==> src/rtl/add_stream_fetch_if.sv <==
// Bus between the ROM prefetch stage, the combinational ROM and the downstream accumulator.
// The DUT takes the slave view; the ROM/accumulator side takes the master view.
interface add_stream_fetch_if #(
    parameter int DEPTH = 4
);
    localparam int LW = $clog2(DEPTH) + 1;

    logic [29:0]   mem_addr;
    logic [31:0]   mem_data;
    logic [31:0]   out_data;
    logic          out_valid;
    logic          out_ready;
    logic [LW-1:0] level;
    logic          done;

    modport master (
        input  mem_addr,
        input  out_data,
        input  out_valid,
        input  level,
        input  done,
        output mem_data,
        output out_ready
    );

    modport slave (
        output mem_addr,
        output out_data,
        output out_valid,
        output level,
        output done,
        input  mem_data,
        input  out_ready
    );
endinterface

==> src/rtl/add_stream_fetch.sv <==
// Prefetch stage of the adding pipeline: walks ROM word indices 0..LAST_INDEX and buffers
// the words in a small FIFO so the downstream accumulator can stall without losing data.
module add_stream_fetch #(
    parameter int          DEPTH      = 4,
    parameter logic [29:0] LAST_INDEX = 30'd15
) (
    input  logic              clk,
    input  logic              reset,
    add_stream_fetch_if.slave bus
);
    localparam int PW = (DEPTH > 1) ? $clog2(DEPTH) : 1;
    localparam int LW = $clog2(DEPTH) + 1;

    localparam logic [1:0] S_FETCH = 2'd0;
    localparam logic [1:0] S_DRAIN = 2'd1;
    localparam logic [1:0] S_DONE  = 2'd2;

    logic [1:0]    r_state;
    logic [29:0]   r_index;
    logic [LW-1:0] r_level;
    logic [PW-1:0] r_head;
    logic [PW-1:0] r_tail;
    logic [31:0]   r_mem [DEPTH];

    logic w_full;
    logic w_valid;
    logic w_push;
    logic w_pop;
    logic w_last;

    // Fullness is judged on the current level only, so a full FIFO takes a one-cycle
    // bubble even when the accumulator pops in the same cycle.
    assign w_full  = (r_level == LW'(DEPTH));
    assign w_valid = (r_level != '0);
    assign w_push  = (r_state == S_FETCH) && !w_full;
    assign w_pop   = w_valid && bus.out_ready && (r_state != S_DONE);
    assign w_last  = (r_index == LAST_INDEX);

    always_ff @(posedge clk) begin
        if (reset) begin
            r_state <= S_FETCH;
            r_index <= '0;
        end else begin
            case (r_state)
                S_FETCH: begin
                    if (w_push) begin
                        if (w_last) begin
                            r_state <= S_DRAIN;
                        end else begin
                            r_index <= r_index + 30'd1;
                        end
                    end
                end
                S_DRAIN: begin
                    if (r_level == '0) begin
                        r_state <= S_DONE;
                    end
                end
                S_DONE: begin
                    r_state <= S_DONE;
                end
                default: begin
                    r_state <= S_FETCH;
                end
            endcase
        end
    end

    always_ff @(posedge clk) begin
        if (reset) begin
            r_level <= '0;
            r_head  <= '0;
            r_tail  <= '0;
        end else begin
            if (w_push) begin
                r_tail <= r_tail + PW'(1);
            end
            if (w_pop) begin
                r_head <= r_head + PW'(1);
            end
            case ({w_push, w_pop})
                2'b10:   r_level <= r_level + LW'(1);
                2'b01:   r_level <= r_level - LW'(1);
                default: r_level <= r_level;
            endcase
        end
    end

    // Storage carries no reset: the cleared pointers and level make stale entries unreachable.
    always_ff @(posedge clk) begin
        if (!reset && w_push) begin
            r_mem[r_tail] <= bus.mem_data;
        end
    end

    assign bus.mem_addr  = r_index;
    assign bus.out_valid = w_valid;
    assign bus.out_data  = w_valid ? r_mem[r_head] : '0;
    assign bus.level     = r_level;
    assign bus.done      = (r_state == S_DONE);
endmodule

==> src/flat_wrapper.sv <==
// flat-port wrapper written by rule: the top's interface ports become plain ports
module add_stream_fetch_flat 
#(
    parameter int          DEPTH      = 4,
    parameter logic [29:0] LAST_INDEX = 30'd15
)
  (clk, reset, bus_mem_addr, bus_out_data, bus_out_valid, bus_level, bus_done, bus_mem_data, bus_out_ready);
  add_stream_fetch_if #(.DEPTH(DEPTH)) bus_i ();
  input  logic clk;
  input  logic reset;
  output wire logic [$bits(bus_i.mem_addr)-1:0] bus_mem_addr;
  output wire logic [$bits(bus_i.out_data)-1:0] bus_out_data;
  output wire logic [$bits(bus_i.out_valid)-1:0] bus_out_valid;
  output wire logic [$bits(bus_i.level)-1:0] bus_level;
  output wire logic [$bits(bus_i.done)-1:0] bus_done;
  input wire logic [$bits(bus_i.mem_data)-1:0] bus_mem_data;
  input wire logic [$bits(bus_i.out_ready)-1:0] bus_out_ready;
  assign bus_mem_addr = bus_i.mem_addr;
  assign bus_out_data = bus_i.out_data;
  assign bus_out_valid = bus_i.out_valid;
  assign bus_level = bus_i.level;
  assign bus_done = bus_i.done;
  assign bus_i.mem_data = bus_mem_data;
  assign bus_i.out_ready = bus_out_ready;
  add_stream_fetch #(.DEPTH(DEPTH), .LAST_INDEX(LAST_INDEX)) u_core (.clk(clk), .reset(reset), .bus(bus_i));
endmodule
==> config.mk <==
export PLATFORM = sky130hd
export DESIGN_NAME = add_stream_fetch_flat
export DESIGN_NICKNAME = d
export VERILOG_FILES = /design/src/rtl/add_stream_fetch_if.sv /design/src/rtl/add_stream_fetch.sv /design/src/flat_wrapper.sv
export SDC_FILE = /design/constraint.sdc
export NUM_CORES = 1
export LEC_CHECK = 0
export BUFFER_PORTS_ARGS = -buffer_cell sky130_fd_sc_hd__clkbuf_2
export CAP_MARGIN = 5
export CORE_MARGIN = 2
export CORE_UTILIZATION = 50
export DETAILED_ROUTE_END_ITERATION = 6
export MAX_ROUTING_LAYER = met4
export PLACE_DENSITY_LB_ADDON = 0.12
export SLEW_MARGIN = 20
export SYNTH_ARGS = -nofsm -noshare
export SYNTH_HDL_FRONTEND = slang
export SYNTH_SLANG_ARGS = --single-unit
==> constraint.sdc <==
create_clock -name clk -period 4.9 [get_ports clk]
set_clock_uncertainty 0.1 [all_clocks]
set_input_delay 0 -clock clk [delete_from_list [all_inputs] [get_ports clk]]
set_output_delay 0 -clock clk [all_outputs]
set_load 0.02 [all_outputs]
After elaboration in Yosys (flattened, before gate mapping)
Memories as Yosys holds them, arrays and structs flattened. A register that Yosys moved wholly into a read port is not among the register bits.
Index checks and enable logic that the tools add are counted.
{ "totals": {"mem_count": 1, "ff_bits": 39, "ram_bits": 128, "input_bits": 35, "elab_cells": 44} }
{ "classes": {"n_reduce_logical": 12, "add_sub_neg": 5, "bitwise_logic": 1, "eq_ne": 10, "n_mux": 10} }
{ "mem_list": {"columns": ["memory", "words", "width", "rd", "rd_clocked_by_memory_dff", "write_ports", "line_no", "rtl"], "rows": [
  ["u_core.r_mem", 4, 32, 1, 1, 1, "add_stream_fetch.sv:23", "logic [31:0] r_mem [DEPTH];"]
]} }
{ "op_table": {"columns": ["op", "n"], "rows": [
  ["32-bit two-way mux", 1],
  ["30-bit by 1-bit adder with 30-bit output, second input constant", 1],
  ["30-bit by 4-bit == test with 1-bit output, second input constant", 1],
  ["2-bit two-way mux", 5],
  ["2-bit by 1-bit != test with 1-bit output, second input constant", 3],
  ["2-bit one-hot mux with 3 select lines", 1],
  ["3-bit one-hot mux with 2 select lines", 1],
  ["3-bit AND reduction", 2],
  ["2-bit by 1-bit adder with 2-bit output, second input constant", 2],
  ["2-bit by 1-bit == test with 1-bit output, second input constant", 2],
  ["2-bit == test, second input constant", 2],
  ["1-bit logical AND", 4],
  ["3-bit by 1-bit adder with 3-bit output, second input constant", 1],
  ["3-bit == test, second input constant", 1],
  ["3-bit zero test", 1],
  ["3-bit nonzero test", 1],
  ["3-bit by 1-bit subtractor with 3-bit output, second input constant", 1],
  ["1-bit zero test", 2],
  ["2-bit zero test", 1],
  ["1-bit two-way mux", 2],
  ["2-bit != test, second input constant", 1],
  ["2-bit nonzero test", 1],
  ["1-bit NOT", 1]
]} }

Depth between registers and ports, before layout
Gate-level depths: netlist of the first run.
{ "logic_depth": {"depth_word": 6, "depth_mapped": 11, "mapped_depth_nobuf": 10} }

Worst setup path before layout of the first run
Ideal clock, no wire load.
{ "synth_path": {"path_type": "flip-flop to flip-flop", "startpoint": "reg u_core.r_level[2] (netlist: u_core.bus.level[2])", "endpoint": "reg u_core.r_level[2] (netlist: u_core.bus.level[2])", "stages_incl_launch_ff": 11, "arrival_ps": 2559, "slack_ps": 2170, "synth_period_minus_slack_ps": 2730, "n_path_buf": 1, "path_cell_list": "dfxtp_1 or3b_2 and2_1 clkbuf_1 inv_1 ha_1 inv_1 fa_1 xor2_1 or3_1 a21oi_1"} }
{ "synth_via": {"elab_chain_cells": 5, "elab_cells_between_ends": 12, "cone_classes": "add/sub (2); eq/ne (3); mux (1); reduce/logical (6)"} }
{ "synth_rtl": {"columns": ["element", "line_no", "rtl"], "rows": [
  ["from (decl)", "add_stream_fetch.sv:20", "logic [LW-1:0] r_level;"],
  ["from (signal assigned)", "add_stream_fetch.sv:82", "2'b10: r_level <= r_level + LW'(1);"],
  ["from (signal assigned)", "add_stream_fetch.sv:83", "2'b01: r_level <= r_level - LW'(1);"],
  ["from (signal assigned)", "add_stream_fetch.sv:84", "default: r_level <= r_level;"],
  ["3-bit == test or 3-bit nonzero test (tied branches)", "add_stream_fetch.sv:33, add_stream_fetch.sv:34", null],
  ["1-bit zero test or 1-bit logical AND (tied branches)", "add_stream_fetch.sv:35, add_stream_fetch.sv:36", null],
  ["1-bit logical AND (on tied branches)", "add_stream_fetch.sv:35, add_stream_fetch.sv:36", null],
  ["2-bit by 1-bit == test with 1-bit output or 2-bit == test (tied branches)", "add_stream_fetch.sv:81", "case ({w_push, w_pop})"],
  ["3-bit one-hot mux with 2 select lines or 2-bit nonzero test (tied branches)", null, null]
]} }
Several ways; a longest one is shown, not always the timed one.
A chain may end at the register's enable or synchronous reset.

Final worst setup path of the first run
Same ends and word-level chain as after synthesis.

==> qor.json, run 1 <==
{
  "critical_path.endpoint": "u_core.bus.level[2]",
  "synth.cell_area_sq_mm": 0.006992,
  "startpoint_type": "register",
  "placeableCoreArea_sq_mm": 0.01377,
  "number_of_setup_violations_in_the_final_report": 0,
  "numClockSinks": 169,
  "worst-path-max-fanout": 11,
  "gp_congestion": 0.7448,
  "holdPathStages": 3,
  "total_nets_after_synthesis": 495,
  "layout.filler_cells": 1096,
  "final_design_area_no_fill_sq_mm": 0.008526,
  "post_drt_via_cell_ratio": 5.429,
  "ys_types": 43,
  "areaGrowthSynthToFinish_pct": 21.94,
  "worstSkewPairLatency_ns": 0.42,
  "wire_per_inst_um": 17.60,
  "layout_common_cells": "sky130_fd_sc_hd__edfxtp_1 (128), sky130_fd_sc_hd__clkbuf_2 (101), sky130_fd_sc_hd__dfxtp_1 (39)",
  "routed-via-count": 4213,
  "reg2reg_slack_ns": 2.18,
  "post-route-period-util_pct": 55.56,
  "nets": 630,
  "worst-r2r-cell-count": 9,
  "outcome": "finished clean",
  "antenna_cells": 0,
  "period_minus_slack_ns": 2.722,
  "cts_root_buf": "sky130_fd_sc_hd__clkbuf_16",
  "hold_ws_ns": 0.01172,
  "grt_antenna_before_repair": 0,
  "grt_overflow": 0,
  "worst-endpoint-required_ns": 5.15,
  "arrival_ns": 2.97,
  "design.die.area_sq_mm": 0.01495,
  "global_route.usage.total_pct": 20.01,
  "count_of_yosys_warnings_during_synthesis": 0,
  "final_core_utilization_pct": 61.90,
  "global_route_wire_length_before_repair_um": 21510,
  "fp.dieW_um": 122.3,
  "powerDensity_mw_per_mm2": 488.5,
  "cts-htree-levels": 4,
  "cts_repair_resize_count": 0,
  "timing.hold.worst.class": "input pin to register",
  "tritoncts": "yes",
  "clk_pin_slew_worst_paths_ns": 0.06,
  "syn_avg_cell_area_sq_um": 15.54,
  "dp.cells": 714,
  "startpoint": "u_core.bus.level[2]",
  "max_cap_viol_count": 0,
  "top_level_ports": 102,
  "drive_gt1_share_pct": 31.38,
  "grt_max_degree": 48,
  "ys_seq_area_share_pct": 66.71,
  "drtIter0Drc": 286,
  "hpwl_um": 8060,
  "remaining_drc_errors": 0,
  "placement_rows": 43,
  "final_cells": 776,
  "cts_max_path_buffers": 2,
  "buffer_ports.inserted": 101,
  "antenna_left": 0,
  "mostFrequentLayoutCell": "sky130_fd_sc_hd__edfxtp_1",
  "timing.critical_path.to_type": "register",
  "cts_setup_buffers": 0,
  "floorplan.initialDensity_pct": 50.76,
  "timing.final.max_slew_violations": 0,
  "power.ir.vdd_worst_mv": 0.3012,
  "power.leakage_nw": 3.067,
  "syn_inst": 450,
  "chip_height_um": 122.3,
  "routed_wl_um": 13660,
  "fmax_ghz": 0.3673,
  "post_dp_cell_area_sq_mm": 0.007662,
  "hold_viol_final": 0,
  "final_total_pwr_mw": 4.164,
  "finalWorstSetupSlack_ns": 2.178,
  "first_global_vias": 4139,
  "first_pass_iters": 4,
  "synth-seq-cells": 169,
  "unrepaired_setup_endpoints_after_global_routing": "no",
  "path_class": "register to register",
  "cts-buffers-inserted": 17,
  "tightest_slew_ns": 0.9084,
  "tns_ns": 0,
  "slew_headroom_pct": 39.44,
  "r2r_start": "u_core.bus.level[2]",
  "dp_slack_ns": 2.189,
  "r2r-end": "u_core.bus.level[2]"
}
## power breakdown
group / total [mW] / leakage (nW) / switching [mW] / internal (mW)
logic: 1.10 / 1.30 / 0.643 / 0.457
clock network: 1.25 / 0.260 / 0.514 / 0.740
registers: 1.81 / 1.51 / 0.100 / 1.71
## worst min path at each step
stage / slack [ns] / endpoint / from
after floorplan: -0.001 / u_core.r_mem[0][0] / bus_mem_data[0]
final: 0.01 / u_core.bus.mem_addr[15] / reset
after detailed placement: 0.12 / u_core.r_mem[3][24] / bus_mem_data[24]
after global placement: 0.12 / u_core.r_mem[2][31] / bus_mem_data[31]
after global routing: 0.03 / u_core.bus.mem_addr[27] / reset
after CTS: 0.00007 / u_core.bus.mem_addr[4] / reset
## kinds of logic after synthesis
kind of cell,share of synthesized area [%]
and+or+nand+nor,12.78
muxes,11.63
adders and majority gates,1.897
AOI/OAI and AO/OA,2.613
DFF,66.71
xor gates and xnor gates,2.380
buffers and inverters,1.986
## per-layer routing
layer  part of all wire, %  GRT usage [%]  vias to the layer above  wire, um
li1                      -              -                     1989         -
met1                    45          26.55                     2116      6097
met2                    49          30.38                       98      6704
met3                   5.1          4.368                       10       700
met4                   1.1          7.974                        0       156
met5                     0              -                        -         0
## Yosys cell counts, drive strengths merged
library cell	n	area, sq um
a211oi	1	7.510
ha	9	112.6
o211ai	2	15.01
o21ai	8	51.30
nor4	19	162.6
and3b	2	17.52
nor2b	7	43.79
mux2	7	82.57
a41o	1	10.01
fa	1	20.02
buf	8	45.04
inv	13	48.80
and3	9	56.30
nand3	8	40.04
nand3b	1	7.510
a21oi	12	60.06
or2	1	6.260
or3	6	37.54
dfxtp	41	820.8
and2	34	212.7
o31ai	2	15.01
nand2	12	45.04
nor2	33	123.9
edfxtp	128	3844
xnor2	12	105.1
xor2	7	61.31
clkbuf	12	45.04
or4	1	7.510
o21a	2	15.01
nor3	4	20.02
o2111ai	1	8.760
and4	4	35.03
mux4	32	720.7
or3b	1	8.760
nand4	8	68.82
mux2i	1	10.01
## flip-flops by register name, indices dropped and copies added (netlist names), named ones only
| register | count |
|---|---|
| u_core.r_mem | 128 |
| u_core.bus.mem_addr | 30 |
| u_core.bus.level | 3 |
| u_core.r_head | 2 |
| u_core.r_state | 2 |
| u_core.r_tail | 2 |
## critical path: stages, from the launching register on
cell and delay [ns]:
sky130_fd_sc_hd__dfxtp_1 0.39, sky130_fd_sc_hd__or3b_2 0.51, sky130_fd_sc_hd__and2_1 0.32, sky130_fd_sc_hd__inv_1 0.13
sky130_fd_sc_hd__ha_1 0.18, sky130_fd_sc_hd__inv_1 0.06, sky130_fd_sc_hd__fa_1 0.37, sky130_fd_sc_hd__xor2_1 0.16
sky130_fd_sc_hd__or3_1 0.31, sky130_fd_sc_hd__a21oi_1 0.14
## cell type report
class	count	area, sq um	area share (%)
clock buffer	21	440.4	5.166
clock inverter	9	102.6	1.203
inverter	13	48.80	0.5724
multi-input combinational	248	2193	25.73
sequential	169	4667	54.74
tap	180	225.2	2.642
timing repair buffer	136	848.3	9.950
## repair_timing
action / in CTS / in global routing
endpoints found under the hold margin: 128 / 0
endpoints found under the setup margin: 0 / 0
hold buffers: 32 / 0
(Power assumes the default switching activity.)
==> run 2: changes to the inputs <==
- clock period: 4.9 -> 2.7 ns (I/O delays scaled with it)
==> run 2 against run 1 <==
Largest power group unchanged; critical path depth unchanged; global-route usage decreased by 0.37 points; routed wire length decreased by 0.91%; worst hold slack gained 0.23 ns; clock power grew 77%; combinational power rose by 90%.
==> qor.json, run 2 (same netlist as run 1, synthesis figures left out) <==
{
  "most_flops_register": "u_core.r_mem",
  "clk_pin_slew_worst_paths": {"value": 0.06, "unit": "ns", "change": "about the same"},
  "period_minus_slack": {"value": 2.498, "unit": "ns", "change": "-0.2247 ns"},
  "routed_wl": {"value": 13540, "unit": "um", "change": "-0.91%"},
  "unrepaired_setup_endpoints_after_global_routing": "no",
  "clock_power_share": {"value": 29.4, "unit": "%", "change": "-0.7 points"},
  "powerDensity": {"value": 875.4, "unit": "mW/mm^2", "change": "+79%"},
  "floorplan.initialDensity": {"value": 50.76, "unit": "%", "change": "unchanged"},
  "startpoint_type": "register",
  "top_level_ports": {"value": 102, "change": "unchanged"},
  "arrival": {"value": 2.74, "unit": "ns", "change": "-0.23 ns"},
  "switching_share": {"value": 30.11, "unit": "%", "change": "-0.084 points"},
  "gp_congestion": {"value": 0.7708, "change": "+3.5%"},
  "buffer_ports.inserted": {"value": 101, "change": "unchanged"},
  "global_route_wire_length_before_repair": {"value": 21050, "unit": "um", "change": "-2.1%"},
  "tightest_slew": {"value": 0.9013, "unit": "ns", "change": "-0.007098 ns"},
  "worstSkewPairLatency": {"value": 0.42, "unit": "ns", "change": "about the same"},
  "timing.critical_path.to_type": "register",
  "switching_power": {"value": 2.263, "unit": "mW", "change": "+80%"},
  "worst-path-max-fanout": {"value": 5, "change": "-6"},
  "number_of_setup_violations_in_the_final_report": {"value": 0, "change": "unchanged"},
  "nets": {"value": 635, "change": "+0.79%"},
  "slew_headroom": {"value": 39.91, "unit": "%", "change": "+0.47 points"},
  "first_global_vias": {"value": 4153, "change": "+0.34%"},
  "drtIter0Drc": {"value": 337, "change": "+18%"},
  "placement_rows": {"value": 43, "change": "unchanged"},
  "outcome": "finished clean",
  "numClockSinks": {"value": 169, "change": "unchanged"},
  "layout_common_cells": "sky130_fd_sc_hd__edfxtp_1 (128), sky130_fd_sc_hd__clkbuf_2 (101), sky130_fd_sc_hd__dfxtp_1 (38)",
  "combinationalPowerShare": {"value": 27.7, "unit": "%", "change": "+1.3 points"},
  "post-route-period-util": {"value": 92.51, "unit": "%", "change": "+37 points"},
  "layout.filler_cells": {"value": 1119, "change": "+2.1%"},
  "first_pass_iters": {"value": 4, "change": "unchanged"},
  "final_total_pwr": {"value": 7.516, "unit": "mW", "change": "+80%"},
  "design.die.area": {"value": 0.01495, "unit": "sq mm", "change": "unchanged"},
  "timing.final.max_slew_violations": {"value": 0, "change": "unchanged"},
  "antenna_left": {"value": 0, "change": "unchanged"},
  "largest_register_ffs": {"value": 128, "change": "unchanged"},
  "tritoncts": "yes",
  "power.ir.vdd_worst": {"value": 0.3631, "unit": "mV", "change": "+21%"},
  "antenna_cells": {"value": 0, "change": "unchanged"},
  "path_class": "register to register",
  "cts-buffers-inserted": {"value": 17, "change": "unchanged"},
  "cts-htree-levels": {"value": 4, "change": "unchanged"},
  "mostFrequentLayoutCell": "sky130_fd_sc_hd__edfxtp_1",
  "drive_gt1_share": {"value": 31.67, "unit": "%", "change": "+0.30 points"},
  "grt_antenna_before_repair": {"value": 0, "change": "unchanged"},
  "cts_root_buf": "sky130_fd_sc_hd__clkbuf_16",
  "cts_repair_resize_count": {"value": 0, "change": "unchanged"},
  "areaGrowthSynthToFinish_pct": 22.80,
  "power.leakage": {"value": 3.093, "unit": "nW", "change": "+0.84%"},
  "worst-endpoint-required": {"value": 2.94, "unit": "ns", "change": "-2.21 ns"},
  "routed-via-count": {"value": 4223, "change": "+0.24%"},
  "fp.dieW": {"value": 122.3, "unit": "um", "change": "unchanged"},
  "cts_max_path_buffers": {"value": 2, "change": "unchanged"},
  "p_int": {"value": 5.253, "unit": "mW", "change": "+81%"},
  "chip_height": {"value": 122.3, "unit": "um", "change": "unchanged"},
  "grt_max_degree": {"value": 47, "change": "-2.1%"},
  "wire_per_inst": {"value": 17.29, "unit": "um", "change": "-1.8%"},
  "max_cap_viol_count": {"value": 0, "change": "unchanged"},
  "remaining_drc_errors": {"value": 0, "change": "unchanged"},
  "power.share.sequential": {"value": 42.8, "unit": "%", "change": "-0.7 points"},
  "hold_viol_final": {"value": 0, "change": "unchanged"},
  "hpwl": {"value": 8129, "unit": "um", "change": "+0.86%"},
  "grt_overflow": {"value": 0, "change": "unchanged"},
  "timing.hold.worst.class": "input pin to register",
  "placeableCoreArea": {"value": 0.01377, "unit": "sq mm", "change": "unchanged"},
  "tns": {"value": 0, "unit": "ns", "change": "unchanged"},
  "global_route.usage.total": {"value": 19.64, "unit": "%", "change": "-0.37 points"},
  "fmax": {"value": 0.4004, "unit": "GHz", "change": "+9.0%"},
  "post_drt_via_cell_ratio": {"value": 5.393, "change": "-0.66%"}
}
## run 2: timing repair
item                      4_1_cts  5_1_grt
hold endpoints to repair      132        0
hold buffers                   34        0
buffers inserted                0        0
## run 2: layout make-up
type,count,area [sq um],area share (%)
clock inverter,8,72.57,0.8452
multi-input combinational,248,2193,25.55
clock buffer,24,461.7,5.377
inverter,13,48.80,0.5683
timing repair buffer,141,915.9,10.67
tap,180,225.2,2.623
sequential,169,4668,54.37
## run 2: power by group through the flow
stage          sequential, mW  clock [mW]  combinational (mW)
6_report                 3.22        2.21                2.09
5_1_grt                  3.24        2.37                2.27
4_1_cts                  3.22        2.26                2.14
3_5_place_dp             3.27           0                2.09
3_3_place_gp             3.25           0                2.07
2_1_floorplan            3.26           0                1.41
## run 2: layer usage
layer | GRT usage [%] | share of wire, % | vias to the layer above
li1 | - | - | 2000
met1 | 24.94 | 43 | 2072
met2 | 30.52 | 49 | 129
met3 | 4.972 | 5.8 | 22
met4 | 7.902 | 1.8 | 0
met5 | - | 0 | -
## run 2: path summary, 6_finish.rpt
| check | startpoint | endpoint | slack [ns] | cells past startpoint |
|---|---|---|---|---|
| min reg2reg | u_core.bus.level[2] | u_core.bus.level[2] | 0.41 | 2 |
| max reg2reg | u_core.bus.level[0] | u_core.bus.level[2] | 0.20 | 9 |
| min | bus_mem_data[20] | u_core.r_mem[1][20] | 0.24 | 2 |
| max | u_core.bus.level[0] | u_core.bus.level[2] | 0.20 | 9 |
## run 2: critical path: stages, from the launching register on
cell	delay, ns
sky130_fd_sc_hd__dfxtp_1	0.34
sky130_fd_sc_hd__or3b_2	0.52
sky130_fd_sc_hd__and2_1	0.19
sky130_fd_sc_hd__inv_1	0.07
sky130_fd_sc_hd__ha_1	0.17
sky130_fd_sc_hd__inv_1	0.06
sky130_fd_sc_hd__fa_1	0.37
sky130_fd_sc_hd__xor2_1	0.16
sky130_fd_sc_hd__or3_1	0.30
sky130_fd_sc_hd__a21oi_1	0.14
## run 2: stage by stage
stage / cell area (sq um) / hold slack (ns) / setup slack, ns / instances / utilization [%]
after CTS: 8586 / 0.2159 / 0.2009 / 783 / 62.34
after detailed placement: 7711 / 0.1217 / 0.2213 / 717 / 55.99
after global routing: 8586 / 0.2335 / 0.05362 / 783 / 62.34
after floorplan: 6993 / -0.001131 / 0.01120 / 450 / -
final: 8586 / 0.2401 / 0.2022 / 783 / 62.34
after global placement: 7711 / 0.1153 / 0.2739 / 717 / 55.99
==> run 3: changes to the inputs <==
==> constraint.sdc (replaced) <==
create_clock -name clk -period 2.7 [get_ports clk]
set_clock_uncertainty 0.1 [all_clocks]
set_input_delay 0.135 -clock clk [delete_from_list [all_inputs] [get_ports clk]]
set_output_delay 0.135 -clock clk [all_outputs]
set_load 0.02 [all_outputs]
==> run 3 against run 2 <==
Final cell count decreased by 0.13%; via count about the same; largest power group unchanged; highest routed layer unchanged; critical path depth unchanged; largest cell class unchanged; clock-buffer cell count decreased by 7.
==> qor.json, run 3 (same netlist as run 1, synthesis figures left out) <==
{
  "outcome": "finished clean",
  "cts-htree-levels": {"value": 4, "change": "unchanged"},
  "layout.filler_cells": {"value": 1081, "change": "-3.4%"},
  "cts_repair_resize_count": {"value": 0, "change": "unchanged"},
  "placement_rows": {"value": 43, "change": "unchanged"},
  "cts_root_buf": "sky130_fd_sc_hd__clkbuf_16",
  "routed-via-count": {"value": 4224, "change": "+0.024%"},
  "global_route.usage.total": {"value": 19.66, "unit": "%", "change": "+0.023 points"},
  "hpwl": {"value": 8008, "unit": "um", "change": "-1.5%"},
  "first_pass_iters": {"value": 4, "change": "unchanged"},
  "layout_common_cells": "sky130_fd_sc_hd__edfxtp_1 (128), sky130_fd_sc_hd__clkbuf_2 (101), sky130_fd_sc_hd__dfxtp_1 (38)",
  "wire_per_inst": {"value": 17.11, "unit": "um", "change": "-1.0%"},
  "fp.dieW": {"value": 122.3, "unit": "um", "change": "unchanged"},
  "power.ir.vdd_worst": {"value": 0.3773, "unit": "mV", "change": "+3.9%"},
  "timing.critical_path.to_type": "register",
  "hold_viol_final": {"value": 0, "change": "unchanged"},
  "numClockSinks": {"value": 169, "change": "unchanged"},
  "clk_pin_slew_worst_paths": {"value": 0.06, "unit": "ns", "change": "about the same"},
  "floorplan.initialDensity": {"value": 50.76, "unit": "%", "change": "unchanged"},
  "timing.hold.worst.class": "input pin to register",
  "worst-path-max-fanout": {"value": 5, "change": "unchanged"},
  "cts-buffers-inserted": {"value": 17, "change": "unchanged"},
  "path_class": "register to register",
  "first_global_vias": {"value": 4157, "change": "+0.096%"},
  "slew_headroom": {"value": 41.11, "unit": "%", "change": "+1.2 points"},
  "nets": {"value": 634, "change": "-0.16%"},
  "drtIter0Drc": {"value": 220, "change": "-35%"},
  "cell_breakdown_of_the_critical_path": "or3b_2 -> and2_1 -> inv_1 -> ha_1 -> inv_1 -> fa_1 -> xor2_1 -> or3_1 -> a21oi_1",
  "timing.final.max_slew_violations": {"value": 0, "change": "unchanged"},
  "max_cap_viol_count": {"value": 0, "change": "unchanged"},
  "global_route_wire_length_before_repair": {"value": 21110, "unit": "um", "change": "+0.30%"},
  "worst-endpoint-required": {"value": 2.94, "unit": "ns", "change": "about the same"},
  "number_of_setup_violations_in_the_final_report": {"value": 0, "change": "unchanged"},
  "powerDensity": {"value": 906.8, "unit": "mW/mm^2", "change": "+3.6%"},
  "fmax": {"value": 0.3923, "unit": "GHz", "change": "-2.0%"},
  "most_flops_register": "u_core.r_mem",
  "path_delay_family": "simple AND/OR/NAND/NOR gates",
  "remaining_drc_errors": {"value": 0, "change": "unchanged"},
  "unrepaired_setup_endpoints_after_global_routing": "no",
  "antenna_left": {"value": 0, "change": "unchanged"},
  "power.leakage": {"value": 3.130, "unit": "nW", "change": "+1.2%"},
  "startpoint_type": "register",
  "mostFrequentLayoutCell": "sky130_fd_sc_hd__edfxtp_1",
  "tightest_slew": {"value": 0.8833, "unit": "ns", "change": "-0.01799 ns"},
  "chip_height": {"value": 122.3, "unit": "um", "change": "unchanged"},
  "critical_path.max_stage_delay": {"value": 0.52, "unit": "ns", "change": "about the same"},
  "post-route-period-util": {"value": 94.40, "unit": "%", "change": "+1.9 points"},
  "design.die.area": {"value": 0.01495, "unit": "sq mm", "change": "unchanged"},
  "hold_ws": {"value": 0.1376, "unit": "ns", "change": "-0.1025 ns"},
  "tritoncts": "yes",
  "areaGrowthSynthToFinish_pct": 23.94,
  "placeableCoreArea": {"value": 0.01377, "unit": "sq mm", "change": "unchanged"},
  "top_level_ports": {"value": 102, "change": "unchanged"},
  "grt_antenna_before_repair": {"value": 0, "change": "unchanged"},
  "post_drt_via_cell_ratio": {"value": 5.402, "change": "+0.15%"},
  "cp_most_frequent_cell": "sky130_fd_sc_hd__inv_1",
  "buffer_ports.inserted": {"value": 101, "change": "unchanged"},
  "cp_num_buf_inv": {"value": 2, "change": "unchanged"},
  "critPathSlowestCell": "sky130_fd_sc_hd__or3b_2",
  "arrival": {"value": 2.79, "unit": "ns", "change": "+0.05 ns"},
  "period_minus_slack": {"value": 2.549, "unit": "ns", "change": "+0.05104 ns"},
  "antenna_cells": {"value": 0, "change": "unchanged"},
  "cts_max_path_buffers": {"value": 2, "change": "unchanged"},
  "grt_max_degree": {"value": 47, "change": "unchanged"},
  "largest_register_ffs": {"value": 128, "change": "unchanged"},
  "grt_overflow": {"value": 0, "change": "unchanged"},
  "routed_wl": {"value": 13380, "unit": "um", "change": "-1.1%"},
  "gp_congestion": {"value": 0.7787, "change": "+1.0%"},
  "tns": {"value": 0, "unit": "ns", "change": "unchanged"},
  "drive_gt1_share": {"value": 32.89, "unit": "%", "change": "+1.2 points"},
  "worstSkewPairLatency": {"value": 0.42, "unit": "ns", "change": "about the same"}
}
## run 3: repair_timing
item                      CTS  global route
setup buffers               0             0
hold buffers               33             0
hold endpoints to repair  129             0
## run 3: report_power, final
group	switching [mW]	internal, mW	leakage [nW]	total [mW]
Sequential	0.0950	3.10	1.51	3.20
Combinational	1.24	0.860	1.32	2.10
Clock	1.00	1.55	0.297	2.56
Total	2.34	5.52	3.13	7.86
## run 3: worst register-to-register path, stage by stage, from the launching register on
cell,delay (ns)
sky130_fd_sc_hd__dfxtp_1,0.34
sky130_fd_sc_hd__or3b_2,0.52
sky130_fd_sc_hd__and2_1,0.20
sky130_fd_sc_hd__inv_1,0.07
sky130_fd_sc_hd__ha_1,0.18
sky130_fd_sc_hd__inv_1,0.06
sky130_fd_sc_hd__fa_1,0.38
sky130_fd_sc_hd__xor2_1,0.16
sky130_fd_sc_hd__or3_1,0.31
sky130_fd_sc_hd__a21oi_1,0.16
## run 3: worst paths after layout
kind,start,to,slack (ns),cells after the start
worst max-delay path,u_core.bus.level[0],u_core.bus.level[2],0.15,9
worst min-delay path,bus_out_ready,u_core.r_head[0],0.14,4
worst max register to register,u_core.bus.level[0],u_core.bus.level[2],0.15,9
worst min register to register,u_core.r_head[1],register,0.42,2
## run 3: cell type report
class,count,area (sq um),area share (%)
clock buffer,17,425.4,4.909
clock inverter,15,198.9,2.296
inverter,13,48.80,0.5631
multi-input combinational,248,2193,25.31
sequential,169,4668,53.87
tap,180,225.2,2.599
timing repair buffer,140,905.9,10.45
## run 3: metrics by stage
step | area [sq um] | total power, mW | setup WS, ns | cells | utilization [%]
2_1_floorplan | 6993 | 4.673 | 0.01120 | 450 | -
3_3_place_gp | 7711 | 5.316 | 0.2715 | 717 | 55.99
3_5_place_dp | 7711 | 5.374 | 0.1977 | 717 | 55.99
4_1_cts | 8666 | 7.958 | 0.1722 | 782 | 62.92
5_1_grt | 8666 | 8.250 | 0.04901 | 782 | 62.92
6_report | 8666 | 7.858 | 0.1512 | 782 | 62.92
## run 3: metal layers
layer  vias to the layer above  GRT usage [%]  wire length [um]
met1                      2118          25.25              6015
met3                        16          4.693               522
met2                        85          30.66              6628
met4                         0          7.471               214
li1                       2005              -                 -
met5                         -              -                 0
